[config.mk]
export PLATFORM = sky130hd
export DESIGN_NAME = mem_lsu_ctrl_flat
export DESIGN_NICKNAME = d
export VERILOG_FILES = /design/src/rtl/mem_lsu_ctrl_pkg.sv /design/src/rtl/mem_lsu_ctrl_if.sv /design/src/rtl/mem_lsu_lane.sv /design/src/rtl/mem_lsu_ctrl.sv /design/src/flat_wrapper.sv
export SDC_FILE = /design/constraint.sdc
export NUM_CORES = 1
export LEC_CHECK = 0
export ABC_AREA = 1
export CORE_MARGIN = 2
export CORE_UTILIZATION = 41
export CTS_BUF_LIST = sky130_fd_sc_hd__clkbuf_2 sky130_fd_sc_hd__clkbuf_4 sky130_fd_sc_hd__clkbuf_8
export CTS_CLUSTER_DIAMETER = 30
export CTS_CLUSTER_SIZE = 8
export DETAILED_ROUTE_END_ITERATION = 16
export PLACE_DENSITY = 0.81
export SYNTH_ARGS = -nofsm -noshare
export SYNTH_HDL_FRONTEND = slang
export SYNTH_SLANG_ARGS = --single-unit
[constraint.sdc]
create_clock -name iClock -period 3.8 [get_ports iClock]
set_input_delay 0.57 -clock iClock [delete_from_list [all_inputs] [get_ports iClock]]
set_output_delay 0.57 -clock iClock [all_outputs]
set_load 0.05 [all_outputs]
[src/rtl/mem_lsu_ctrl_pkg.sv]
// Shared definitions for the load/store controller: access-size codes, bus widths,
// FSM state encoding and size decode helpers.
package mem_lsu_ctrl_pkg;

  localparam int          DATA_WIDTH_DEF = 64;
  localparam int          SIGS_WIDTH     = 3;
  localparam logic [63:0] ADDR_SIM       = 64'h0000_0000_8000_0000;

  // Bit 2 selects sign extension, bits [1:0] are log2 of the access size.
  localparam logic [SIGS_WIDTH-1:0] MEM_BYT_1_U = 3'd0;
  localparam logic [SIGS_WIDTH-1:0] MEM_BYT_2_U = 3'd1;
  localparam logic [SIGS_WIDTH-1:0] MEM_BYT_4_U = 3'd2;
  localparam logic [SIGS_WIDTH-1:0] MEM_BYT_8_U = 3'd3;
  localparam logic [SIGS_WIDTH-1:0] MEM_BYT_1_S = 3'd4;
  localparam logic [SIGS_WIDTH-1:0] MEM_BYT_2_S = 3'd5;
  localparam logic [SIGS_WIDTH-1:0] MEM_BYT_4_S = 3'd6;

  typedef enum logic [1:0] {
    ST_IDLE = 2'd0,
    ST_RD   = 2'd1,
    ST_WR   = 2'd2,
    ST_RESP = 2'd3
  } lsu_state_e;

  // Unknown codes behave as a plain 8-byte access.
  function automatic logic [3:0] byt_size(input logic [SIGS_WIDTH-1:0] byt);
    case (byt)
      MEM_BYT_1_U, MEM_BYT_1_S: byt_size = 4'd1;
      MEM_BYT_2_U, MEM_BYT_2_S: byt_size = 4'd2;
      MEM_BYT_4_U, MEM_BYT_4_S: byt_size = 4'd4;
      default:                  byt_size = 4'd8;
    endcase
  endfunction

  function automatic logic byt_signed(input logic [SIGS_WIDTH-1:0] byt);
    byt_signed = (byt == MEM_BYT_1_S) || (byt == MEM_BYT_2_S) || (byt == MEM_BYT_4_S);
  endfunction

endpackage

[src/rtl/mem_lsu_ctrl_if.sv]
// Request/response and memory-port bundle of the load/store controller.
// pLsu_oRespErr exists only when LSU_MISALIGN_CHK_EN is defined.
interface mem_lsu_ctrl_if
  import mem_lsu_ctrl_pkg::*;
#(
  parameter int DATA_WIDTH = DATA_WIDTH_DEF
);
  logic                  pLsu_iReqValid;
  logic                  pLsu_oReqReady;
  logic                  pLsu_iReqWr;
  logic [DATA_WIDTH-1:0] pLsu_iReqAddr;
  logic [DATA_WIDTH-1:0] pLsu_iReqData;
  logic [SIGS_WIDTH-1:0] pLsu_iReqByt;
  logic                  pLsu_oRespValid;
  logic [DATA_WIDTH-1:0] pLsu_oRespData;
`ifdef LSU_MISALIGN_CHK_EN
  logic                  pLsu_oRespErr;
`endif
  logic                  pMem_oRdEn;
  logic                  pMem_oWrEn;
  logic [DATA_WIDTH-1:0] pMem_oAddr;
  logic [DATA_WIDTH-1:0] pMem_oWrData;
  logic [SIGS_WIDTH-1:0] pMem_oWrByt;
  logic [DATA_WIDTH-1:0] pMem_iRdData;

  // Controller side: initiator on the memory port, target on the LSU port.
  modport master (
`ifdef LSU_MISALIGN_CHK_EN
    output pLsu_oRespErr,
`endif
    input  pLsu_iReqValid, pLsu_iReqWr, pLsu_iReqAddr, pLsu_iReqData, pLsu_iReqByt,
    output pLsu_oReqReady, pLsu_oRespValid, pLsu_oRespData,
    output pMem_oRdEn, pMem_oWrEn, pMem_oAddr, pMem_oWrData, pMem_oWrByt,
    input  pMem_iRdData
  );

  modport slave (
`ifdef LSU_MISALIGN_CHK_EN
    input  pLsu_oRespErr,
`endif
    output pLsu_iReqValid, pLsu_iReqWr, pLsu_iReqAddr, pLsu_iReqData, pLsu_iReqByt,
    input  pLsu_oReqReady, pLsu_oRespValid, pLsu_oRespData,
    input  pMem_oRdEn, pMem_oWrEn, pMem_oAddr, pMem_oWrData, pMem_oWrByt,
    output pMem_iRdData
  );
endinterface

[src/rtl/mem_lsu_lane.sv]
// Byte-lane datapath: extracts and sign/zero-extends load data from a doubleword and
// merges store data into it. Lanes past byte 7 are dropped.
module mem_lsu_lane
  import mem_lsu_ctrl_pkg::*;
#(
  parameter int DATA_WIDTH = DATA_WIDTH_DEF
) (
  input  logic [DATA_WIDTH-1:0] word,
  input  logic [2:0]            off,
  input  logic [SIGS_WIDTH-1:0] byt,
  input  logic [DATA_WIDTH-1:0] data,
  output logic [DATA_WIDTH-1:0] load_data,
  output logic [DATA_WIDTH-1:0] merged
);
  localparam int LANES = DATA_WIDTH / 8;

  logic [3:0]            size;
  logic [7:0]            lanes;
  logic [7:0]            wr_lanes;
  logic [DATA_WIDTH-1:0] shifted;
  logic [DATA_WIDTH-1:0] data_sh;
  logic                  sign_bit;
  logic [7:0]            fill;

  // NOTE: every output gets a value on every path, so no latch is inferred.
  always_comb begin
    size     = byt_size(byt);
    lanes    = 8'hFF >> (4'd8 - size);
    wr_lanes = lanes << off;
    shifted  = word >> {off, 3'b000};
    data_sh  = data << {off, 3'b000};
    case (size)
      4'd1:    sign_bit = shifted[7];
      4'd2:    sign_bit = shifted[15];
      4'd4:    sign_bit = shifted[31];
      default: sign_bit = 1'b0;
    endcase
    fill      = (byt_signed(byt) && sign_bit) ? 8'hFF : 8'h00;
    load_data = '0;
    merged    = '0;
    for (int i = 0; i < LANES; i++) begin
      load_data[8*i +: 8] = lanes[i]    ? shifted[8*i +: 8] : fill;
      merged[8*i +: 8]    = wr_lanes[i] ? data_sh[8*i +: 8] : word[8*i +: 8];
    end
  end

endmodule

[src/rtl/mem_lsu_ctrl.sv]
// Load/store controller: one request at a time, doubleword read, then write-back of
// the merged word for stores. LSU_MISALIGN_CHK_EN adds a natural-alignment check.
module mem_lsu_ctrl
  import mem_lsu_ctrl_pkg::*;
#(
  parameter int DATA_WIDTH = DATA_WIDTH_DEF,
  parameter int MEM_LAT    = 1
) (
  input  logic           iClock,
  input  logic           iReset,
  mem_lsu_ctrl_if.master bus
);
  lsu_state_e            state, state_nxt;
  logic                  req_wr;
  logic [DATA_WIDTH-1:0] req_addr;
  logic [DATA_WIDTH-1:0] req_data;
  logic [SIGS_WIDTH-1:0] req_byt;
  logic [DATA_WIDTH-1:0] word;
  logic [3:0]            cnt;
  logic                  accept;
  logic                  rd_done;
  logic                  skip_mem;
  logic                  req_err;
  logic [DATA_WIDTH-1:0] load_data;
  logic [DATA_WIDTH-1:0] merged;

  assign accept  = bus.pLsu_iReqValid && bus.pLsu_oReqReady;
  assign rd_done = (state == ST_RD) && (cnt == 4'd0);

`ifdef LSU_MISALIGN_CHK_EN
  assign skip_mem = (bus.pLsu_iReqAddr[2:0] & 3'(byt_size(bus.pLsu_iReqByt) - 4'd1)) != 3'b000;
`else
  assign skip_mem = 1'b0;
`endif

  // NOTE: sequential state uses non-blocking assignments only.
  always_ff @(posedge iClock) begin
    if (iReset) begin
      state    <= ST_IDLE;
      req_wr   <= 1'b0;
      req_addr <= '0;
      req_data <= '0;
      req_byt  <= '0;
      word     <= '0;
      cnt      <= '0;
      req_err  <= 1'b0;
    end else begin
      state <= state_nxt;
      if (accept) begin
        req_wr   <= bus.pLsu_iReqWr;
        req_addr <= bus.pLsu_iReqAddr;
        req_data <= bus.pLsu_iReqData;
        req_byt  <= bus.pLsu_iReqByt;
        req_err  <= skip_mem;
        cnt      <= 4'(MEM_LAT - 1);
      end else if (rd_done) begin
        word <= bus.pMem_iRdData;
      end else if (state == ST_RD) begin
        cnt <= cnt - 4'd1;
      end
    end
  end

  always_comb begin
    state_nxt = state;
    case (state)
      ST_IDLE: if (accept) state_nxt = skip_mem ? ST_RESP : ST_RD;
      ST_RD:   if (cnt == 4'd0) state_nxt = req_wr ? ST_WR : ST_RESP;
      ST_WR:   state_nxt = ST_RESP;
      ST_RESP: state_nxt = ST_IDLE;
      default: state_nxt = ST_IDLE;
    endcase
  end

  mem_lsu_lane #(.DATA_WIDTH(DATA_WIDTH)) u_lane (
    .word      (word),
    .off       (req_addr[2:0]),
    .byt       (req_byt),
    .data      (req_data),
    .load_data (load_data),
    .merged    (merged)
  );

  // Outputs are gated by reset so the reset cycle shows all zeros.
  always_comb begin
    bus.pLsu_oReqReady  = !iReset && (state == ST_IDLE);
    bus.pMem_oRdEn      = !iReset && (state == ST_RD);
    bus.pMem_oWrEn      = !iReset && (state == ST_WR);
    bus.pLsu_oRespValid = !iReset && (state == ST_RESP);
    bus.pMem_oAddr      = '0;
    bus.pMem_oWrData    = '0;
    bus.pMem_oWrByt     = '0;
    bus.pLsu_oRespData  = '0;
    if (bus.pMem_oRdEn || bus.pMem_oWrEn) bus.pMem_oAddr = {req_addr[DATA_WIDTH-1:3], 3'b000};
    if (bus.pMem_oWrEn) begin
      bus.pMem_oWrData = merged;
      bus.pMem_oWrByt  = MEM_BYT_8_U;
    end
    if (bus.pLsu_oRespValid && !req_wr && !req_err) bus.pLsu_oRespData = load_data;
  end

`ifdef LSU_MISALIGN_CHK_EN
  assign bus.pLsu_oRespErr = bus.pLsu_oRespValid && req_err;
`endif

endmodule

[src/flat_wrapper.sv]
// flat-port wrapper written by rule: the top's interface ports become plain ports
module mem_lsu_ctrl_flat import mem_lsu_ctrl_pkg::*;
#(
  parameter int DATA_WIDTH = DATA_WIDTH_DEF,
  parameter int MEM_LAT    = 1
)
  (iClock, iReset, bus_pLsu_iReqValid, bus_pLsu_iReqWr, bus_pLsu_iReqAddr, bus_pLsu_iReqData, bus_pLsu_iReqByt, bus_pLsu_oReqReady, bus_pLsu_oRespValid, bus_pLsu_oRespData, bus_pMem_oRdEn, bus_pMem_oWrEn, bus_pMem_oAddr, bus_pMem_oWrData, bus_pMem_oWrByt, bus_pMem_iRdData);
  mem_lsu_ctrl_if #(.DATA_WIDTH(DATA_WIDTH)) bus_i ();
  input  logic iClock;
  input  logic iReset;
  input wire logic [$bits(bus_i.pLsu_iReqValid)-1:0] bus_pLsu_iReqValid;
  input wire logic [$bits(bus_i.pLsu_iReqWr)-1:0] bus_pLsu_iReqWr;
  input wire logic [$bits(bus_i.pLsu_iReqAddr)-1:0] bus_pLsu_iReqAddr;
  input wire logic [$bits(bus_i.pLsu_iReqData)-1:0] bus_pLsu_iReqData;
  input wire logic [$bits(bus_i.pLsu_iReqByt)-1:0] bus_pLsu_iReqByt;
  output wire logic [$bits(bus_i.pLsu_oReqReady)-1:0] bus_pLsu_oReqReady;
  output wire logic [$bits(bus_i.pLsu_oRespValid)-1:0] bus_pLsu_oRespValid;
  output wire logic [$bits(bus_i.pLsu_oRespData)-1:0] bus_pLsu_oRespData;
  output wire logic [$bits(bus_i.pMem_oRdEn)-1:0] bus_pMem_oRdEn;
  output wire logic [$bits(bus_i.pMem_oWrEn)-1:0] bus_pMem_oWrEn;
  output wire logic [$bits(bus_i.pMem_oAddr)-1:0] bus_pMem_oAddr;
  output wire logic [$bits(bus_i.pMem_oWrData)-1:0] bus_pMem_oWrData;
  output wire logic [$bits(bus_i.pMem_oWrByt)-1:0] bus_pMem_oWrByt;
  input wire logic [$bits(bus_i.pMem_iRdData)-1:0] bus_pMem_iRdData;
  assign bus_i.pLsu_iReqValid = bus_pLsu_iReqValid;
  assign bus_i.pLsu_iReqWr = bus_pLsu_iReqWr;
  assign bus_i.pLsu_iReqAddr = bus_pLsu_iReqAddr;
  assign bus_i.pLsu_iReqData = bus_pLsu_iReqData;
  assign bus_i.pLsu_iReqByt = bus_pLsu_iReqByt;
  assign bus_pLsu_oReqReady = bus_i.pLsu_oReqReady;
  assign bus_pLsu_oRespValid = bus_i.pLsu_oRespValid;
  assign bus_pLsu_oRespData = bus_i.pLsu_oRespData;
  assign bus_pMem_oRdEn = bus_i.pMem_oRdEn;
  assign bus_pMem_oWrEn = bus_i.pMem_oWrEn;
  assign bus_pMem_oAddr = bus_i.pMem_oAddr;
  assign bus_pMem_oWrData = bus_i.pMem_oWrData;
  assign bus_pMem_oWrByt = bus_i.pMem_oWrByt;
  assign bus_i.pMem_iRdData = bus_pMem_iRdData;
  mem_lsu_ctrl #(.DATA_WIDTH(DATA_WIDTH), .MEM_LAT(MEM_LAT)) u_core (.iClock(iClock), .iReset(iReset), .bus(bus_i));
endmodule
==> results.py, run 1 <==
metrics = {
    "synth": {
        "syn_inst": 1948,
        "ys_ff_latch": 202,
        "ys_seq_area_share_pct": 33.1,
        "synth-warning-count": 0,
        "synth_cell_types": 37,
        "netlist_area_mm2": 0.0122,
        "syn_area_per_cell_um2": 6.27,
    },
    "setup_path": {
        "rr_startpoint": "u_core.state[0]",
        "critPathKind": "reg -> out",
        "required_ns": 3.23,
        "worstPathCellList": "inv_6 -> a21oi_2 -> nor2_1 -> nor2_2 -> buf_4 -> o21ai_0 -> a31oi_1 -> buf_12",
        "r2r_end": "u_core.word[38]",
        "r2r_cells": 10,
        "max_stage_delay_ns": 0.59,
        "crit_path_top_delay_cell": "a31oi_1",
        "end_kind": "output port",
        "r2r_slack_ns": 1.14,
        "crit_fanout": 59,
        "critPathLaunch": "u_core.req_addr[0]",
        "cp-start-kind": "register",
        "arrival_ns": 3.05,
    },
    "clocking": {
        "cts_sinks": 202,
        "clk_latency_ns": 0.59,
        "cts_max_level": 2,
        "ctsHoldBuffers": 0,
        "clk_pin_slew_ns": 0.06,
        "cts-root-buf": "clkbuf_8",
        "numCtsBuffers": 47,
        "cts_tree": "built",
        "ctsLongestPathBuffers": 3,
    },
    "cells_and_area": {
        "fin_util_pct": 65.0,
        "nets": 2467,
        "fill_cells": 2510,
        "area_growth_pct": 56.7,
        "mostFrequentLayoutCell": "nand2_1",
        "final_cells": 2692,
        "post_route_cells_drive_above_1_share_pct": 16.6,
        "final_cell_mix": "490 x nand2_1, 373 x o21ai_0, 201 x clkdlybuf4s50_1",
    },
    "place": {
        "globalplace.congestion": 0.997,
        "place_hpwl_mm": 43.7,
        "io_buffers": 393,
        "placed_cells": 2602,
        "dp_slack_ns": 0.611,
    },
    "routing": {
        "wirelength_mm": 57.3,
        "ant_nets": 0,
        "drc_errors": 0,
        "wl_per_cell_um": 21.3,
        "dr.first_iter.drc_count": 1627,
        "num_vias": 15000,
        "first_pass_iters": 6,
        "viasPerCell": 5.57,
    },
    "grt": {
        "grt_util_all_layers_pct": 35.6,
        "antenna_found_initial": 2,
        "grt_first_pass_wirelength_mm": 85.0,
        "grt_max_degree": 94,
        "grt-ovfl-total": 0,
        "grt_pass1_vias": 14300,
    },
    "power_and_ir_drop": {
        "p_total_mw": 11.3,
        "peakVddDrop_mv": 0.382,
        "powerDensity_mw_per_mm2": 592,
        "power.leakage_nw": 7.08,
    },
    "hold_path": {
        "min_from": "u_core.cnt[0]",
        "min_path_cells": 2,
        "hp-class": "reg -> reg",
        "hold_path_end": "u_core.cnt[0]",
    },
    "floorplanning": {
        "die_y_um": 177,
        "start_util_pct": 41.5,
        "die_area_mm2": 0.0312,
        "rows": 63,
        "core_mm2": 0.0295,
        "ioPinCount": 398,
        "die_w_um": 177,
    },
    "sta": {
        "fmax_mhz": 276,
        "setup-violations-final": 0,
        "drv_slew": 0,
        "grt_setup_unrepaired": "no",
        "period_share_pct": 95.2,
        "hold_viol": 0,
        "finalClockSkew_ns": 0.0215,
        "setup_slack_ns": 0.183,
        "setup_tns_ns": 0,
        "period_needed_ns": 3.62,
        "relSlewSlack_pct": 42.6,
        "worst_pin_slew_ns": 0.856,
    },
    "outcome": {
        "outcome": "finished clean",
    },
    "job": {
        "maxCapViolCount": 0,
    },
}
==> cells in the mapped netlist <==
master	n	area [um^2]
nor2_2	2	12.5
nand2_2	1	6.26
dfxtp_1	202	4040
o21bai_1	3	22.5
buf_6	16	180
o21ai_2	4	35.0
buf_1	4	15.0
a211oi_1	2	15.0
buf_2	63	315
o211ai_2	1	12.5
nor2_1	160	601
o21ai_1	44	220
nand3_2	2	20.0
buf_4	15	113
a31oi_1	12	75.1
buf_12	1	20.0
nor3b_1	1	7.51
a221oi_1	1	8.76
ha_1	6	75.1
o211ai_1	41	308
clkinv_1	2	7.51
inv_6	1	8.76
a21oi_2	41	359
nor3_1	4	20.0
conb_1	1	3.75
or2_2	7	43.8
clkbuf_1	65	244
mux2i_1	1	10.0
or2_1	1	6.26
inv_2	3	11.3
nand2_1	491	1840
buf_8	1	15.0
o21ai_0	373	1870
a21oi_1	117	586
inv_1	172	646
nand3_1	80	400
o22ai_1	7	43.8
==> sequential cells by signal, indices dropped and copies added (netlist names) <==
| signal | flops |
|---|---|
| u_core.state | 2 |
| u_core.req_byt | 3 |
| u_core.req_data | 64 |
| u_core.req_wr | 1 |
| u_core.cnt | 4 |
| u_core.word | 64 |
| u_core.req_addr | 64 |
==> worst max-delay path by stage <==
| stage | end | depth (start not counted) | slack, ns |
|---|---|---|---|
| after global routing | bus_pLsu_oRespData[60] | 11 | 0.09 |
| after floorplan | bus_pLsu_oRespData[46] | 6 | 0.50 |
| after global placement | bus_pLsu_oRespData[0] | 8 | 0.64 |
| after detailed placement | bus_pMem_oAddr[48] | 8 | 0.61 |
| after CTS | bus_pMem_oWrData[45] | 8 | 0.16 |
| final | bus_pMem_oWrData[45] | 8 | 0.18 |
==> per-stage QoR <==
stage	area, um^2	hold slack [ns]
6_report	19100	0.469
5_1_grt	19100	0.496
4_1_cts	19100	0.471
3_5_place_dp	18000	0.463
3_3_place_gp	18000	0.451
2_1_floorplan	12200	0.440
==> layer usage <==
layer,vias to the layer above,global-route usage (%),part of all wire [%]
met5,-,0,0
met4,0,23.8,7.6
met3,214,9.69,11
met2,958,58.0,45
met1,6823,40.9,36
li1,7005,-,-
==> kinds of logic after synthesis <==
kind of cell             after synthesis  synth area share, %
multiplexers                           1               0.0819
buffers and inverters                343                 12.9
adder cells (fa/ha/maj)                6                0.614
other                                  1               0.0307
AO/OA/AOI/OAI                        646                 29.1
flip-flops                           202                 33.1
AND/OR/NAND/NOR                      749                 24.2
==> cell type report <==
cell class	instances	area, um^2	area share, %
Tap cell	390	488	2.55
Sequential cell	202	4050	21.1
Clock buffer	63	830	4.33
Inverter	178	676	3.53
Clock inverter	24	327	1.71
Timing Repair Buffer	427	6150	32.1
Multi-Input combinational cell	1406	6630	34.6
Antenna cell	2	5.00	0.0261
==> repair_timing <==
item                       CTS  global route
gates resized for setup      0             1
buffers inserted             0             1
setup endpoints to repair    0            17
==> worst max-delay path, delay by kind of cell (launching register included) <==
| family | cells | cell delay, ns |
|---|---|---|
| buffers and inverters | 3 | 0.73 |
| flip-flops | 1 | 0.57 |
| AND/OR/NAND/NOR | 2 | 0.15 |
| AO/OA/AOI/OAI | 3 | 0.97 |
==> power by group <==
part | switching (mW) | internal, mW | total (mW)
Combinational | 3.52 | 1.67 | 5.19
Sequential | 0.436 | 2.66 | 3.09
Clock | 1.14 | 1.92 | 3.06
(Power assumes the default switching activity.)
==> run 2: changes to the inputs <==
--- a/config.mk
+++ b/config.mk
@@ -7,12 +7,13 @@
 export LEC_CHECK = 0
 export ABC_AREA = 1
 export CORE_MARGIN = 2
-export CORE_UTILIZATION = 41
+export CORE_UTILIZATION = 25
 export CTS_BUF_LIST = sky130_fd_sc_hd__clkbuf_2 sky130_fd_sc_hd__clkbuf_4 sky130_fd_sc_hd__clkbuf_8
 export CTS_CLUSTER_DIAMETER = 30
 export CTS_CLUSTER_SIZE = 8
 export DETAILED_ROUTE_END_ITERATION = 16
-export PLACE_DENSITY = 0.81
+export PLACE_DENSITY = 0.57
+export SLEW_MARGIN = 20
 export SYNTH_ARGS = -nofsm -noshare
 export SYNTH_HDL_FRONTEND = slang
 export SYNTH_SLANG_ARGS = --single-unit
==> run 2 against run 1 <==
  * Die area increased by 62%
  * Core utilization decreased by 24 points
  * Final cell count increased by 9.8%
  * Clock skew increased by 0.0095 ns
  * Sequential share of layout area decreased by 0.69 points
  * First-iteration DRC count decreased by 4.6%
  * Non-clock buffer count increased by 9
  * Setup slack got worse by 0.021 ns
  * Highest routed layer is now met5
==> results.py, run 2 (synthesis gave the netlist of run 1 again) <==
metrics = {
    "routing": {
        "first_pass_iters": 6,
        "viasPerCell": 4.98,
        "drc_errors": 0,
        "ant_nets": 0,
        "wirelength_mm": 62.0,
        "dr.first_iter.drc_count": 1552,
        "num_vias": 14729,
        "wl_per_cell_um": 21.0,
    },
    "outcome": {
        "outcome": "finished clean",
    },
    "sta": {
        "fmax_mhz": 275,
        "worst_pin_slew_ns": 0.811,
        "whs_ns": 0.466,
        "grt_setup_unrepaired": "no",
        "period_needed_ns": 3.64,
        "finalClockSkew_ns": 0.0310,
        "setup-violations-final": 0,
        "period_share_pct": 95.7,
        "relSlewSlack_pct": 45.9,
        "hold_viol": 0,
        "drv_slew": 0,
        "setup_tns_ns": 0,
    },
    "setup_path": {
        "critPathBufInv": 3,
        "arrival_ns": 3.07,
        "cpLargestDelayFamily": "buffers and inverters",
        "crit_path_top_delay_cell": "dfxtp_1",
        "crit_fanout": 35,
        "cp-start-kind": "register",
        "end_kind": "output port",
        "worstPathCellList": "nand2_1 -> buf_4 -> o21ai_0 -> nand2_1 -> nand2_1 -> inv_2 -> o21ai_0 -> a21oi_1 -> buf_12",
        "required_ns": 3.23,
        "cpMostUsedCell": "nand2_1",
        "critPathKind": "reg -> out",
        "max_stage_delay_ns": 0.45,
    },
    "power_and_ir_drop": {
        "p_total_mw": 11.9,
        "p_int_mw": 6.71,
        "power.leakage_nw": 7.30,
        "peakVddDrop_mv": 0.313,
        "pwr-share-comb_pct": 43.7,
        "p_sw_share_pct": 43.7,
        "powerDensity_mw_per_mm2": 602,
        "p_clk_share_pct": 29.9,
        "power.switching_mw": 5.20,
        "power.share.sequential_pct": 26.3,
    },
    "place": {
        "place_hpwl_mm": 48.3,
        "placed_cells": 2843,
        "globalplace.congestion": 0.975,
        "io_buffers": 393,
    },
    "cells_and_area": {
        "mostFrequentLayoutCell": "nand2_1",
        "area_growth_pct": 62.0,
        "fin_util_pct": 40.8,
        "nets": 2489,
        "post_route_cells_drive_above_1_share_pct": 17.7,
        "reg_top3": "u_core.req_addr (64), u_core.req_data (64), u_core.word (64)",
        "final_cells": 2956,
        "final_cell_mix": "490 x nand2_1, 371 x o21ai_0, 201 x clkdlybuf4s50_1",
    },
    "floorplanning": {
        "die_w_um": 225,
        "core_mm2": 0.0485,
        "start_util_pct": 25.2,
        "die_area_mm2": 0.0507,
        "rows": 81,
        "ioPinCount": 398,
        "die_y_um": 225,
    },
    "clocking": {
        "cts_sinks": 202,
        "cts-root-buf": "clkbuf_8",
        "numCtsBuffers": 60,
        "ctsLongestPathBuffers": 3,
        "cts_tree": "built",
        "clk_latency_ns": 0.63,
        "clk_pin_slew_ns": 0.05,
        "ctsHoldBuffers": 0,
        "cts_max_level": 2,
    },
    "job": {
        "maxCapViolCount": 0,
    },
    "hold_path": {
        "hp-class": "reg -> reg",
    },
    "grt": {
        "grt_first_pass_wirelength_mm": 90.2,
        "antenna_found_initial": 10,
        "grt_pass1_vias": 14375,
        "grt-ovfl-total": 0,
        "grt_max_degree": 105,
        "grt_util_all_layers_pct": 23.8,
    },
}
==> run 2: stage by stage <==
step                area [um^2]  setup slack (ns)
floorplan                 12200             0.504
global placement          18300             0.530
detailed placement        18300             0.496
CTS                       19700            0.0336
global route              19800           0.00159
finish                    19800             0.162
==> run 2: per-layer routing <==
| layer | vias to the layer above | track usage (%) | share of wire, % |
|---|---|---|---|
| met5 | - | 0 | 0.17 |
| met1 | 6775 | 30.0 | 42 |
| met4 | 16 | 9.87 | 4.1 |
| met2 | 756 | 37.3 | 44 |
| met3 | 126 | 7.55 | 10 |
| li1 | 7056 | - | - |
==> run 2: tightest hold or removal path, cell delays in order, from the launching register on <==
cell and delay [ns]:
dfxtp_1 0.31, nand3_1 0.07, nand2_1 0.04
==> run 2: final timing paths <==
path / from / endpoint / slack [ns] / depth (start not counted)
hold / removal: u_core.req_data[57] / u_core.req_data[57] / 0.47 / 2
setup / recovery: u_core.req_byt[1] / bus_pMem_oWrData[50] / 0.16 / 9
setup reg to reg: u_core.state[1] / u_core.state[0] / 1.26 / 11
hold reg to reg: u_core.req_data[57] / u_core.req_data[57] / 0.47 / 2
==> run 2: layout make-up <==
cell class | count | area [um^2]
multi-input cells | 1406 | 6640
clock inverters | 23 | 297
fillers | 5076 | 28800
clock buffers | 86 | 1130
well taps | 622 | 778
diodes | 3 | 7.51
flip-flops and latches | 202 | 4050
inverters | 178 | 678
repair buffers | 436 | 6220
==> run 2: timing repair <==
action | in CTS | in global routing
setup buffers | 0 | 0
endpoints found under the setup margin | 3 | 17
gates resized for setup | 1 | 7
gates cloned | 0 | 1
pin swaps | 0 | 0
==> run 2: power groups by stage <==
stage	clock, mW	sequential (mW)	combinational, mW
after floorplan	0	2.89	3.14
after global placement	0	3.15	5.07
after detailed placement	0	3.16	5.10
after CTS	3.62	3.12	5.12
after global routing	3.73	3.18	5.62
final	3.56	3.14	5.21
==> run 3: changes to the inputs <==
--- a/config.mk
+++ b/config.mk
@@ -10,9 +10,9 @@
 export CORE_UTILIZATION = 25
 export CTS_BUF_LIST = sky130_fd_sc_hd__clkbuf_2 sky130_fd_sc_hd__clkbuf_4 sky130_fd_sc_hd__clkbuf_8
 export CTS_CLUSTER_DIAMETER = 30
-export CTS_CLUSTER_SIZE = 8
+export CTS_CLUSTER_SIZE = 40
 export DETAILED_ROUTE_END_ITERATION = 16
-export PLACE_DENSITY = 0.57
+export PLACE_DENSITY = 0.58
 export SLEW_MARGIN = 20
 export SYNTH_ARGS = -nofsm -noshare
 export SYNTH_HDL_FRONTEND = slang
==> constraint.sdc (replaced) <==
create_clock -name iClock -period 4.1 [get_ports iClock]
set_input_delay 0.615 -clock iClock [delete_from_list [all_inputs] [get_ports iClock]]
set_output_delay 0.615 -clock iClock [all_outputs]
set_load 0.05 [all_outputs]
==> run 3 against run 2 <==
  * Clock skew is 0.0028 ns higher
  * Critical path depth is 3 lower
  * Hold slack better by 0.0026 ns
  * Final cell count is 0.47% lower
  * Wire length is 1.6% lower
  * Largest cell class unchanged
  * Via count is 1.2% lower
  * Power is 9.8% lower
  * Core utilization is 0.38 points lower
  * Die area stayed put
  * Setup slack better by 0.10 ns
  * Register-to-register slack better by 0.13 ns
  * Critical path type unchanged
==> results.py, run 3 (synthesis gave the netlist of run 1 again) <==
metrics = {
    "power_and_ir_drop": {
        "power.leakage_nw": 7.18,
        "p_clk_share_pct": 28.7,
        "pwr-share-comb_pct": 44.4,
        "peakVddDrop_mv": 0.333,
        "powerDensity_mw_per_mm2": 548,
        "p_int_mw": 5.98,
        "p_sw_share_pct": 44.4,
        "power.switching_mw": 4.77,
        "power.share.sequential_pct": 26.9,
    },
    "setup_path": {
        "arrival_ns": 3.22,
        "critPathKind": "reg -> out",
        "crit_path_top_delay_cell": "o21ai_0",
        "crit_fanout": 44,
        "cpLargestDelayFamily": "compound AO/OA/AOI/OAI gates",
        "critPathBufInv": 1,
        "cpMostUsedCell": "o21ai_1",
        "cp-start-kind": "register",
        "worstPathCellList": "o21ai_0 -> o21ai_1 -> nand2_1 -> o21ai_1 -> a21oi_1 -> buf_12",
        "required_ns": 3.48,
        "r2r_slack_ns": 1.39,
        "max_stage_delay_ns": 0.93,
        "end_kind": "output port",
    },
    "cells_and_area": {
        "area_growth_pct": 60.5,
        "final_cell_mix": "490 x nand2_1, 373 x o21ai_0, 201 x clkdlybuf4s50_1",
        "post_route_cells_drive_above_1_share_pct": 17.2,
        "nets": 2481,
        "reg_top3": "u_core.req_addr (64), u_core.req_data (64), u_core.word (64)",
        "fin_util_pct": 40.4,
        "final_cells": 2942,
        "fill_cells": 4998,
        "mostFrequentLayoutCell": "nand2_1",
    },
    "sta": {
        "setup_tns_ns": 0,
        "fmax_mhz": 261,
        "period_share_pct": 93.6,
        "drv_slew": 0,
        "worst_pin_slew_ns": 1.10,
        "grt_setup_unrepaired": "no",
        "hold_viol": 0,
        "setup-violations-final": 0,
        "period_needed_ns": 3.84,
        "finalClockSkew_ns": 0.0338,
        "relSlewSlack_pct": 25.9,
    },
    "outcome": {
        "outcome": "finished clean",
    },
    "clocking": {
        "numCtsBuffers": 54,
        "clk_latency_ns": 0.65,
        "cts_sinks": 202,
        "post_cts_resized": 0,
        "cts_tree": "built",
        "cts-root-buf": "clkbuf_8",
        "ctsLongestPathBuffers": 3,
        "clk_pin_slew_ns": 0.06,
        "post_cts_buffers": 0,
        "ctsHoldBuffers": 0,
        "cts_max_level": 2,
    },
    "routing": {
        "wirelength_mm": 61.0,
        "wl_per_cell_um": 20.7,
        "drc_errors": 0,
        "dr.first_iter.drc_count": 1330,
        "first_pass_iters": 6,
        "num_vias": 14555,
        "viasPerCell": 4.95,
        "ant_nets": 0,
    },
    "grt": {
        "grt_util_all_layers_pct": 23.6,
        "antenna_found_initial": 5,
        "grt_pass1_vias": 14104,
        "grt_max_degree": 109,
        "grt_first_pass_wirelength_mm": 89.3,
        "grt-ovfl-total": 0,
    },
    "hold_path": {
        "hp-class": "reg -> reg",
    },
    "place": {
        "place_hpwl_mm": 48.0,
        "io_buffers": 393,
        "globalplace.congestion": 0.965,
        "placed_cells": 2842,
    },
    "floorplanning": {
        "core_mm2": 0.0485,
        "die_y_um": 225,
        "ioPinCount": 398,
        "die_area_mm2": 0.0507,
        "rows": 81,
        "die_w_um": 225,
        "start_util_pct": 25.2,
    },
    "job": {
        "maxCapViolCount": 0,
    },
}
## run 3: changes by cell type in the layout (fill, tap and decap cells not counted), sizes merged
cell	previous run	this run
clkbuf	87	71
clkinvlp	1	7
clkinv	16	14
diode	3	1
buf	234	233
inv	177	178
## run 3: area by class of cell
class	count	area [um^2]	area share (%)
multi-input cells	1406	6630	33.8
repair buffers	434	6180	31.5
flip-flops and latches	202	4050	20.6
clock buffers	71	952	4.86
well taps	622	778	3.97
inverters	178	676	3.45
clock inverters	28	348	1.77
diodes	1	2.50	0.0128
## run 3: power by group through the flow
stage	Clock [mW]	Sequential [mW]	Combinational [mW]
finish	3.09	2.89	4.78
global route	3.26	2.92	5.15
CTS	3.16	2.87	4.73
detailed placement	0	2.91	4.71
global placement	0	2.91	4.67
floorplan	0	2.68	2.91
## run 3: worst paths after layout
path	from	to	cells after the start
hold reg to reg	u_core.req_data[57]	u_core.req_data[57]	2
setup / recovery	u_core.req_addr[0]	bus_pMem_oWrData[59]	6
setup reg to reg	u_core.state[1]	u_core.word[1]	9
hold / removal	u_core.req_data[57]	u_core.req_data[57]	2
## run 3: per-layer routing
metal  wire [um]  global-route usage, %  vias to the layer above
li1            -                      -                     7025
met1       25000                   29.4                     6676
met2       27100                   37.2                      711
met3        6200                   7.39                      137
met4        2700                   10.4                        6
met5          41                      0                        -
## run 3: worst register-to-register path, delay by kind of cell (launching register included)
family,cells,cell delay [ns]
DFF,1,0.33
adders and majority gates,1,0.17
and+or+nand+nor,5,1.08
buffers and inverters,3,1.01
## run 3: metrics by stage
stage | power, mW | setup WS [ns] | hold slack (ns) | instance area [um^2]
global route | 11.3 | 0.0736 | 0.495 | 19600
finish | 10.8 | 0.261 | 0.468 | 19600
CTS | 10.8 | 0.255 | 0.472 | 19600
global placement | 7.58 | 0.527 | 0.450 | 18300
detailed placement | 7.62 | 0.576 | 0.465 | 18300
floorplan | 5.59 | 0.714 | 0.440 | 12200
